[config.mk]
export PLATFORM = sky130hd
export DESIGN_NAME = alu_tile_driver
export DESIGN_NICKNAME = d
export VERILOG_FILES = /design/src/rtl/alu_tile_driver.sv
export SDC_FILE = /design/constraint.sdc
export NUM_CORES = 1
export LEC_CHECK = 0
export CAP_MARGIN = 20
export CORE_MARGIN = 5
export CORE_UTILIZATION = 41
export DETAILED_ROUTE_END_ITERATION = 16
export GPL_TIMING_DRIVEN = 1
export PLACE_DENSITY = 0.86
export SYNTH_ARGS = -nofsm -noshare
export SYNTH_HDL_FRONTEND = slang
export SYNTH_SLANG_ARGS = --single-unit
[constraint.sdc]
create_clock -name clk -period 2.53 [get_ports clk]
set_input_delay 0.759 -clock clk [delete_from_list [all_inputs] [get_ports clk]]
set_output_delay 0.759 -clock clk [all_outputs]
set_load 0.01 [all_outputs]
[src/rtl/alu_tile_driver.sv]
// alu_tile_driver: sequences one ALU tile operation per command.
// Drives operands, waits a settle time, captures result, keeps CSR state.
module alu_tile_driver #(
  parameter int REG_WIDTH     = 32,
  parameter int CSR_IN_WIDTH  = 16,
  parameter int CSR_OUT_WIDTH = 16,
  parameter int SETTLE_CYCLES = 1
) (
  input  logic                     clk,
  input  logic                     arst_n,
  input  logic                     cmd_valid,
  output logic                     cmd_ready,
  input  logic [3:0]               cmd_op,
  input  logic [7:0]               cmd_a,
  input  logic [7:0]               cmd_b,
  output logic                     rsp_valid,
  input  logic                     rsp_ready,
  output logic [7:0]               rsp_result,
  output logic [3:0]               rsp_flags,
  output logic [3:0]               rsp_op,
  output logic [REG_WIDTH-1:0]     data_reg_a,
  output logic [REG_WIDTH-1:0]     data_reg_b,
  input  logic [REG_WIDTH-1:0]     data_reg_c,
  output logic [CSR_IN_WIDTH-1:0]  csr_in,
  input  logic [CSR_OUT_WIDTH-1:0] csr_out,
  input  logic                     csr_out_we,
  input  logic                     csr_in_re,
  output logic [15:0]              tile_status,
  output logic                     csr_rd_seen,
  output logic [15:0]              op_count,
  output logic [15:0]              err_count
);

  localparam logic [1:0] IDLE = 2'd0;
  localparam logic [1:0] WAIT = 2'd1;
  localparam logic [1:0] RESP = 2'd2;

  localparam logic [3:0] SETTLE_INIT = 4'(SETTLE_CYCLES - 1);

  logic [1:0]  state;
  logic [3:0]  settle_cnt;
  logic [7:0]  seq_id;
  logic        accept;
  logic        capture;
  logic        rsp_done;
  logic        err_hit;
  logic        busy;
  logic [15:0] csr_word;
  logic        unused_tile;

  assign cmd_ready = (state == IDLE);
  assign accept    = cmd_valid && cmd_ready;
  assign capture   = (state == WAIT) && (settle_cnt == 4'd0);
  assign rsp_done  = (state == RESP) && rsp_valid && rsp_ready;
  assign err_hit   = |data_reg_c[31:29];
  assign busy      = (state != IDLE);
  assign csr_word  = {seq_id, 7'd0, busy};
  assign csr_in    = CSR_IN_WIDTH'(csr_word);

  // Middle tile bits carry nothing this driver consumes.
  assign unused_tile = ^data_reg_c[27:8];

  // Main sequencing: accept, settle, respond.
  always_ff @(posedge clk or negedge arst_n) begin
    if (!arst_n) begin
      state <= IDLE;
    end else begin
      case (state)
        IDLE:    if (accept) state <= WAIT;
        WAIT:    if (capture) state <= RESP;
        RESP:    if (rsp_done) state <= IDLE;
        default: state <= IDLE;
      endcase
    end
  end

  // Settle countdown; parks at zero once capture fires.
  always_ff @(posedge clk or negedge arst_n) begin
    if (!arst_n) begin
      settle_cnt <= 4'd0;
    end else if (accept) begin
      settle_cnt <= SETTLE_INIT;
    end else if ((state == WAIT) && (settle_cnt != 4'd0)) begin
      settle_cnt <= settle_cnt - 4'd1;
    end
  end

  // Operand registers only move on accept.
  always_ff @(posedge clk or negedge arst_n) begin
    if (!arst_n) begin
      data_reg_a <= '0;
      data_reg_b <= '0;
    end else if (accept) begin
      data_reg_a <= REG_WIDTH'({cmd_op, 20'd0, cmd_a});
      data_reg_b <= REG_WIDTH'({24'd0, cmd_b});
    end
  end

  // Sequence id tags each accepted command, wrapping at 8 bits.
  always_ff @(posedge clk or negedge arst_n) begin
    if (!arst_n) begin
      seq_id <= 8'd0;
    end else if (accept) begin
      seq_id <= seq_id + 8'd1;
    end
  end

  // Read-seen flag: a read strobe beats a same-edge accept clear.
  always_ff @(posedge clk or negedge arst_n) begin
    if (!arst_n) begin
      csr_rd_seen <= 1'b0;
    end else if (csr_in_re) begin
      csr_rd_seen <= 1'b1;
    end else if (accept) begin
      csr_rd_seen <= 1'b0;
    end
  end

  // Response payload is captured once and held through RESP.
  always_ff @(posedge clk or negedge arst_n) begin
    if (!arst_n) begin
      rsp_valid  <= 1'b0;
      rsp_result <= 8'd0;
      rsp_flags  <= 4'd0;
      rsp_op     <= 4'd0;
    end else if (capture) begin
      rsp_valid  <= 1'b1;
      rsp_result <= data_reg_c[7:0];
      rsp_flags  <= data_reg_c[31:28];
      rsp_op     <= data_reg_a[31:28];
    end else if (rsp_done) begin
      rsp_valid  <= 1'b0;
    end
  end

  // Completion and error statistics; errors saturate.
  always_ff @(posedge clk or negedge arst_n) begin
    if (!arst_n) begin
      op_count  <= 16'd0;
      err_count <= 16'd0;
    end else if (capture) begin
      op_count <= op_count + 16'd1;
      if (err_hit && (err_count != 16'hFFFF)) begin
        err_count <= err_count + 16'd1;
      end
    end
  end

  // Tile status mirror, written whenever the tile strobes it.
  always_ff @(posedge clk or negedge arst_n) begin
    if (!arst_n) begin
      tile_status <= 16'd0;
    end else if (csr_out_we) begin
      tile_status <= 16'(csr_out);
    end
  end

endmodule

; ---- After elaboration in Yosys (flattened, before gate mapping)
; Cells that the tools add are included.
[classes]
n_addsub = 4
n_eq_ne = 6
n_reduce_logical = 16
n_mux = 10
[ops]
columns = cell, n
row1 = "adder 16 x 1 -> 16 bit, second input constant", 2
row2 = "inequality test 16 bit, second input constant", 1
row3 = "adder 8 x 1 -> 8 bit, second input constant", 1
row4 = 2-to-1 mux 4 bit, 2
row5 = nonzero test 2 bit, 4
row6 = logical AND 1 bit, 6
row7 = 2-to-1 mux 2 bit, 3
row8 = one-hot mux 2 bit (3 select lines), 1
row9 = zero test 4 bit, 1
row10 = 2-to-1 mux 1 bit, 4
row11 = "inequality test 2 bit, second input constant", 2
row12 = nonzero test 4 bit, 1
row13 = "subtractor 4 x 1 -> 4 bit, second input constant", 1
row14 = AND reduction 3 bit, 1
row15 = OR reduction 3 bit, 1
row16 = "== test 2 x 1 -> 1 bit, second input constant", 1
row17 = "== test 2 bit, second input constant", 1
row18 = zero test 2 bit, 1
row19 = "inequality test 2 x 1 -> 1 bit, second input constant", 1
row20 = AND reduction 2 bit, 1
[word_totals]
word_cells = 49
output_inout_bits = 147
inputBits = 74
regBits = 100

; ---- Depth between registers and ports, before layout
; Gate-level depths: netlist of the first run.
[logic_depth]
depth_word = 5
mapped_depth = 7
depth_no_buf = 6

; ---- Worst setup path after synthesis of the first run
; No wires, ideal clock.
[synth_path]
path_kind = input to register
startpoint = input port csr_out_we
endpoint = register tile_status[10]
setup_slack_ns = 0.685
cell_stages = 3
arrival_ns = 1.720
setup_time_ns = 0.125
cell_sequence = clkbuf_1 -> clkbuf_1 -> mux2_2
[synth_rtl]
columns = item, line
row1 = start: declaration, 26  ; input logic csr_out_we,
row2 = end signal: assignment, 154  ; tile_status <= 16'(csr_out);
row3 = end: declaration, 28  ; output logic [15:0] tile_status,
; No word-level cell between the ends.

; ---- Worst setup path in the final report of the first run
[layout_path]
startpoint = register state[1]
endpoint = output port cmd_ready
[layout_between]
elab_chain_len = 1
[layout_lines]
columns = item, line
row1 = start: declaration, 40  ; logic [1:0] state;
row2 = start signal: assignment, 66  ; state <= IDLE;
row3 = start signal: assignment, 69  ; IDLE: if (accept) state <= WAIT;
row4 = start signal: assignment, 70  ; WAIT: if (capture) state <= RESP;
row5 = zero test 2 bit, 51  ; assign cmd_ready = (state == IDLE);
row6 = end: declaration, 12  ; output logic cmd_ready,
; Every way passes these cells.

==> results of run 1 <==
-- layout by cell type, fill, tap and decap left out, drive strengths merged, types with 7 or more instances in the layout --
cell type and instances:
clkdlybuf4s50 148, dfrtp 100, nand2 82, conb 51
mux2 34, xor2 22, nand3 18, xnor2 17
nand4 11, buf 11, clkbuf 10, nor2 9
and3 9, nor3 9, nor4 7
-- state kept, by name, indices dropped and copies added (netlist names) --
| name | cells |
|---|---|
| rsp_valid | 1 |
| data_reg_b | 8 |
| tile_status | 16 |
| seq_id | 8 |
| op_count | 16 |
| err_count | 16 |
| data_reg_a | 12 |
| state | 2 |
| csr_rd_seen | 1 |
| rsp_flags | 4 |
| rsp_result | 8 |
| rsp_op | 4 |
| settle_cnt | 4 |
-- per-layer routing --
layer  global-route usage  up-vias
li1                     -     1560
met5                    0        -
met1                0.194     1614
met2                0.271      128
met4               0.0618        0
met3               0.0526       15
-- worst reg2reg max path, delay by kind of cell, from the launching register on --
| kind | cells | cell delay [ns] |
|---|---|---|
| and+or+nand+nor | 3 | 1.11 |
| buffers and inverters | 1 | 0.10 |
| xor gates and xnor gates | 1 | 0.15 |
| adders and majority gates | 1 | 0.17 |
| DFF | 1 | 0.42 |
-- final cells by class --
cell class / instances / area (sq um)
Fill cell: 886 / 4560
Sequential cell: 100 / 2500
Multi-Input combinational cell: 289 / 1790
Timing Repair Buffer: 159 / 1600
Tap cell: 140 / 175
Clock buffer: 10 / 138
Clock inverter: 6 / 63.8
Inverter: 4 / 15.0
-- power groups by stage --
stage	registers (mW)	logic [mW]	clock network, mW
floorplan	2.62	1.01	0
global placement	2.42	2.47	0
global route	2.50	2.74	1.14
CTS	2.43	2.55	1.07
finish	2.43	2.50	1.04
detailed placement	2.46	2.53	0
-- worst max path at each step --
stage              startpoint               to  slack, ns  cells after the start
2_1_floorplan      csr_out_we  tile_status[10]       0.69                      3
3_5_place_dp   data_reg_c[30]     err_count[1]       0.14                      5
4_1_cts              state[1]        cmd_ready       0.15                      2
3_3_place_gp   data_reg_c[30]     err_count[1]       0.18                      5
6_report             state[1]        cmd_ready       0.20                      2
5_1_grt              state[1]        cmd_ready       0.09                      2
-- through the flow --
step                 util  setup slack (ns)  hold slack, ns  instances
floorplan               -             0.685           0.463        456
global placement    0.561             0.179           0.459        692
detailed placement  0.561             0.136           0.463        692
CTS                 0.580             0.146           0.376        708
global route        0.580            0.0863           0.399        708
finish              0.580             0.196           0.373        708
-- logic make-up after synthesis --
family / share of synthesized area
compound gates: 0.00385
xor+xnor: 0.0751
fa+ha+maj: 0.0138
buf+inv: 0.0996
flops: 0.550
mux: 0.0842
other cells: 0.000824
simple gates: 0.173
==> impl_metrics.tcl, run 1 <==
set metrics [dict create \
    run_status "finished clean" \
    synth-seq-area-share 0.550 \
    clock_latency_ns 0.36 \
    crit_family "buffers and inverters" \
    post_synth_main_area_contributors "dfrtp_1, buf_4, mux2_2" \
    rsz0062_at_grt "false" \
    area_leader_netlist "dfrtp_1" \
    drt_first_iter_violations 110 \
    postPlaceCellArea_sq_mm 0.00608 \
    num_rows 38 \
    r2r.worst_path.cells 6 \
    holdCritPathClass "input port to async pin" \
    cp_arrival_ns 1.57 \
    cts.htree.levels 3 \
    synthesis.area_per_instance_sq_um 11.2 \
    worst_clock_skew_ns 0.00770 \
    cts_sinks 100 \
    numCtsBuffers 9 \
    dieArea_sq_mm 0.0133 \
    worst_setup_path_start_kind "register" \
    cts_setup_buffers 0 \
    setup-violations-final 0 \
    design.portCount 221 \
    synth_top_cells_by_count "dfrtp_1, nand2_1, buf_4" \
    via_count_of_the_first_global_routing_pass 3418 \
    synthesis.yosys.warnings 0 \
    netlist-cell-type-count 33 \
    p_leak_nw 2.93 \
    flow.area_growth_from_synthesis_pct 38.1 \
    grt_first_pass_wirelength_microns 17000 \
    r2r-start "settle_cnt[0]" \
    grt_util_all_layers 0.162 \
    p_total_mw 5.98 \
    top_layer_used "met4" \
    power.switching_fraction 0.343 \
    max_clock_freq_ghz 0.429 \
    worst_ir_drop_vdd_mv 0.532 \
    clkSlewWorstSetupHoldPaths_ns 0.09 \
    gr-total-overflow 0 \
    comb_power_share 0.419 \
    finalNetCount 642 \
    floorplan.initialDensity 0.420 \
    seqPwrFrac 0.406 \
    post_cts_hold_buffer_count 0 \
    p_per_area_mw_per_mm2 951 \
    period_share 0.922 \
    routabilityCongestion 0.837 \
    total_switching_power_mw 2.05 \
    timing.final.max_slew_violations 0 \
    core_sq_mm 0.0108 \
    fraction_of_layout_cells_with_a_size_suffix_above_1 0.116 \
    drt_pass1_iterations 4 \
    deepest_clock_path_buffer_count 2 \
    grt_start_max_net_pins 61 \
    slew-limit-headroom 0.606 \
    power.clock.fraction 0.175 \
    viasPerCell 4.69 \
    finalCriticalPeriod_ns 2.33 \
    die_y_microns 115 \
    vias 3317 \
    async_flop_share 1.00 \
    diodes 0 \
    place.detailed.hpwl_microns 7940 \
    synth_flop_type "dfrtp_1" \
    wirelength_met1_microns 4180 \
    cellInternalPower_mw 3.93 \
    worst_case_register_to_register_setup_slack_ns 0.49 \
    post_cts_resized 0 \
    tritoncts "done" \
    slowest_stage "clkdlybuf4s50_1" \
    die_width_microns 115 \
    ys_ff_latch 100 \
    worst_ep_required_time_ns 1.77 \
    initial_antenna_violation_count 0 \
    dr_wl_met3_microns 925 \
    syn-instance-count 406 \
    count_of_buffer_and_inverter_cells_on_the_critical_path 1 \
    post-route-cell-area_sq_mm 0.00628 \
    setup_tns_ns 0 \
    number_of_synthesized_flops_with_an_enable_pin 0 \
    syn-cell-area_sq_mm 0.00455 \
    path_cells "nor2_1 > clkdlybuf4s50_1" \
    critical_path.max_stage_delay_ns 0.59 \
    routedWlPerCell_microns 14.9 \
    placement.io_buffers 149 \
    worst_reg2reg_endpoint "op_count[15]" \
    ant_nets 0 \
    met2RoutedLength_microns 5260 \
    worst-setup-path-type "register to primary output" \
    yosys.cell_count.top_type "dfrtp_1" \
    worst-slew-pin-transition_ns 0.586 \
    worstPathMaxFanout 3 \
    drc_errors 0 \
    timing.final.hold_violations 0 \
    detail_route.wirelength_microns 10500 \
    synth_top_area_frac 0.550 \
    worstSetupEndpointType "primary output" \
    drv_cap 0 \
    cell_chosen_for_the_clock_root "clkbuf_8" \
]
No activity file was read; power rests on OpenSTA's default activity.
==> inputs of run 2 (changes only) <==
- CAP_MARGIN: 20 -> not set
- CTS_CLUSTER_DIAMETER: not set -> 40
- PLACE_DENSITY: 0.86 -> not set
- PLACE_DENSITY_LB_ADDON: not set -> 0.12
==> impl_metrics.tcl, run 2 (synthesized netlist as in run 1, its figures left out) <==
set metrics [dict create \
    holdCritPathClass "input port to async pin" \
    finalCriticalPeriod_ns 2.42 \
    final.fill_count 939 \
    slowest_stage "clkdlybuf4s50_1" \
    post_cts_resized 0 \
    setup_tns_ns 0 \
    worst-slew-pin-transition_ns 0.636 \
    worst_ep_required_time_ns 1.77 \
    die_y_microns 115 \
    ant_nets 0 \
    grt_util_all_layers 0.161 \
    drc_errors 0 \
    detail_route.wirelength_microns 10500 \
    p_leak_nw 2.94 \
    worst_setup_path_start_kind "register" \
    slew-limit-headroom 0.576 \
    timing.final.max_slew_violations 0 \
    clkSlewWorstSetupHoldPaths_ns 0.09 \
    routabilityCongestion 0.751 \
    path_cells "nor2_1 > clkdlybuf4s50_1" \
    cts_sinks 100 \
    vias 3276 \
    layout.cells.most_common_list "clkdlybuf4s50_1, dfrtp_1, nand2_1, conb_1, mux2_2" \
    cts_setup_buffers 0 \
    rsz0062_at_grt "false" \
    floorplan.initialDensity 0.420 \
    cell_chosen_for_the_clock_root "clkbuf_8" \
    worst_clock_skew_ns 0.00441 \
    num_rows 38 \
    dieArea_sq_mm 0.0133 \
    final_core_utilization 0.580 \
    critical_path.max_stage_delay_ns 0.59 \
    core_sq_mm 0.0108 \
    design.portCount 221 \
    fraction_of_layout_cells_with_a_size_suffix_above_1 0.115 \
    flow.area_growth_from_synthesis_pct 38.1 \
    drt_first_iter_violations 112 \
    postPlaceCellArea_sq_mm 0.00605 \
    deepest_clock_path_buffer_count 2 \
    reg.largest.list "err_count: 16 flops, op_count: 16 flops, tile_status: 16 flops" \
    grt_first_pass_wirelength_microns 16900 \
    fin_worst_hold_slack_ns 0.406 \
    post-route-cell-area_sq_mm 0.00628 \
    post_cts_hold_buffer_count 0 \
    worst-setup-path-type "register to primary output" \
    placement.setup.worst_slack_ns 0.166 \
    diodes 0 \
    die_width_microns 115 \
    worstSetupEndpointType "primary output" \
    viasPerCell 4.63 \
    cp_arrival_ns 1.66 \
    place.detailed.hpwl_microns 7900 \
    gr-total-overflow 0 \
    period_share 0.957 \
    p_total_mw 6.02 \
    placement.io_buffers 149 \
    layout_commonest_cell "clkdlybuf4s50_1" \
    worstPathMaxFanout 6 \
    timing.final.hold_violations 0 \
    r2r.worst_path.cells 6 \
    grt_start_max_net_pins 50 \
    drv_cap 0 \
    p_per_area_mw_per_mm2 957 \
    crit_family "buffers and inverters" \
    clock_latency_ns 0.36 \
    drt_pass1_iterations 4 \
    post-place-cells 691 \
    max_clock_freq_ghz 0.413 \
    number_of_logic_stages_on_the_critical_path_including_buffering 2 \
    routedWlPerCell_microns 14.8 \
    cts.htree.levels 3 \
    via_count_of_the_first_global_routing_pass 3375 \
    post_layout_nonfiller_instances 707 \
    run_status "finished clean" \
    initial_antenna_violation_count 0 \
    setup-violations-final 0 \
    tritoncts "done" \
    setup_ws_ns 0.109 \
    count_of_buffer_and_inverter_cells_on_the_critical_path 1 \
    finalNetCount 641 \
    worst_ir_drop_vdd_mv 0.490 \
    numCtsBuffers 9 \
]
-- run 2: per-layer routing --
| layer | vias up | track usage | wire length, microns |
|---|---|---|---|
| li1 | 1562 | - | - |
| met1 | 1556 | 0.199 | 4220 |
| met2 | 143 | 0.255 | 4980 |
| met3 | 15 | 0.0589 | 1070 |
| met4 | 0 | 0.0649 | 182 |
| met5 | - | 0 | 0 |
-- run 2: report_power, final --
| group | internal [mW] | leakage [nW] | switching, mW | total (mW) |
|---|---|---|---|---|
| clock network | 0.615 | 0.120 | 0.551 | 1.17 |
| logic | 1.31 | 1.56 | 1.11 | 2.42 |
| registers | 2.07 | 1.26 | 0.358 | 2.43 |
| total | 4.00 | 2.94 | 2.01 | 6.02 |
-- run 2: final cells by class --
| cell class | count | area (sq um) | share of cell area |
|---|---|---|---|
| Sequential cell | 100 | 2500 | 0.398 |
| Multi-Input combinational cell | 289 | 1790 | 0.285 |
| Timing Repair Buffer | 158 | 1570 | 0.250 |
| Tap cell | 140 | 175 | 0.0279 |
| Clock buffer | 11 | 151 | 0.0241 |
| Clock inverter | 5 | 82.6 | 0.0131 |
| Inverter | 4 | 15.0 | 0.00239 |
-- run 2: path summary, 6_finish.rpt --
check,from,to,slack (ns)
worst max-delay path,state[1],cmd_ready,0.11
min in group clk,seq_id[7],seq_id[7],0.48
worst max register to register,settle_cnt[0],op_count[13],0.51
max in group asynchronous,arst_n,tile_status[15],1.46
worst min register to register,seq_id[7],seq_id[7],0.48
worst min-delay path,arst_n,err_count[14],0.41
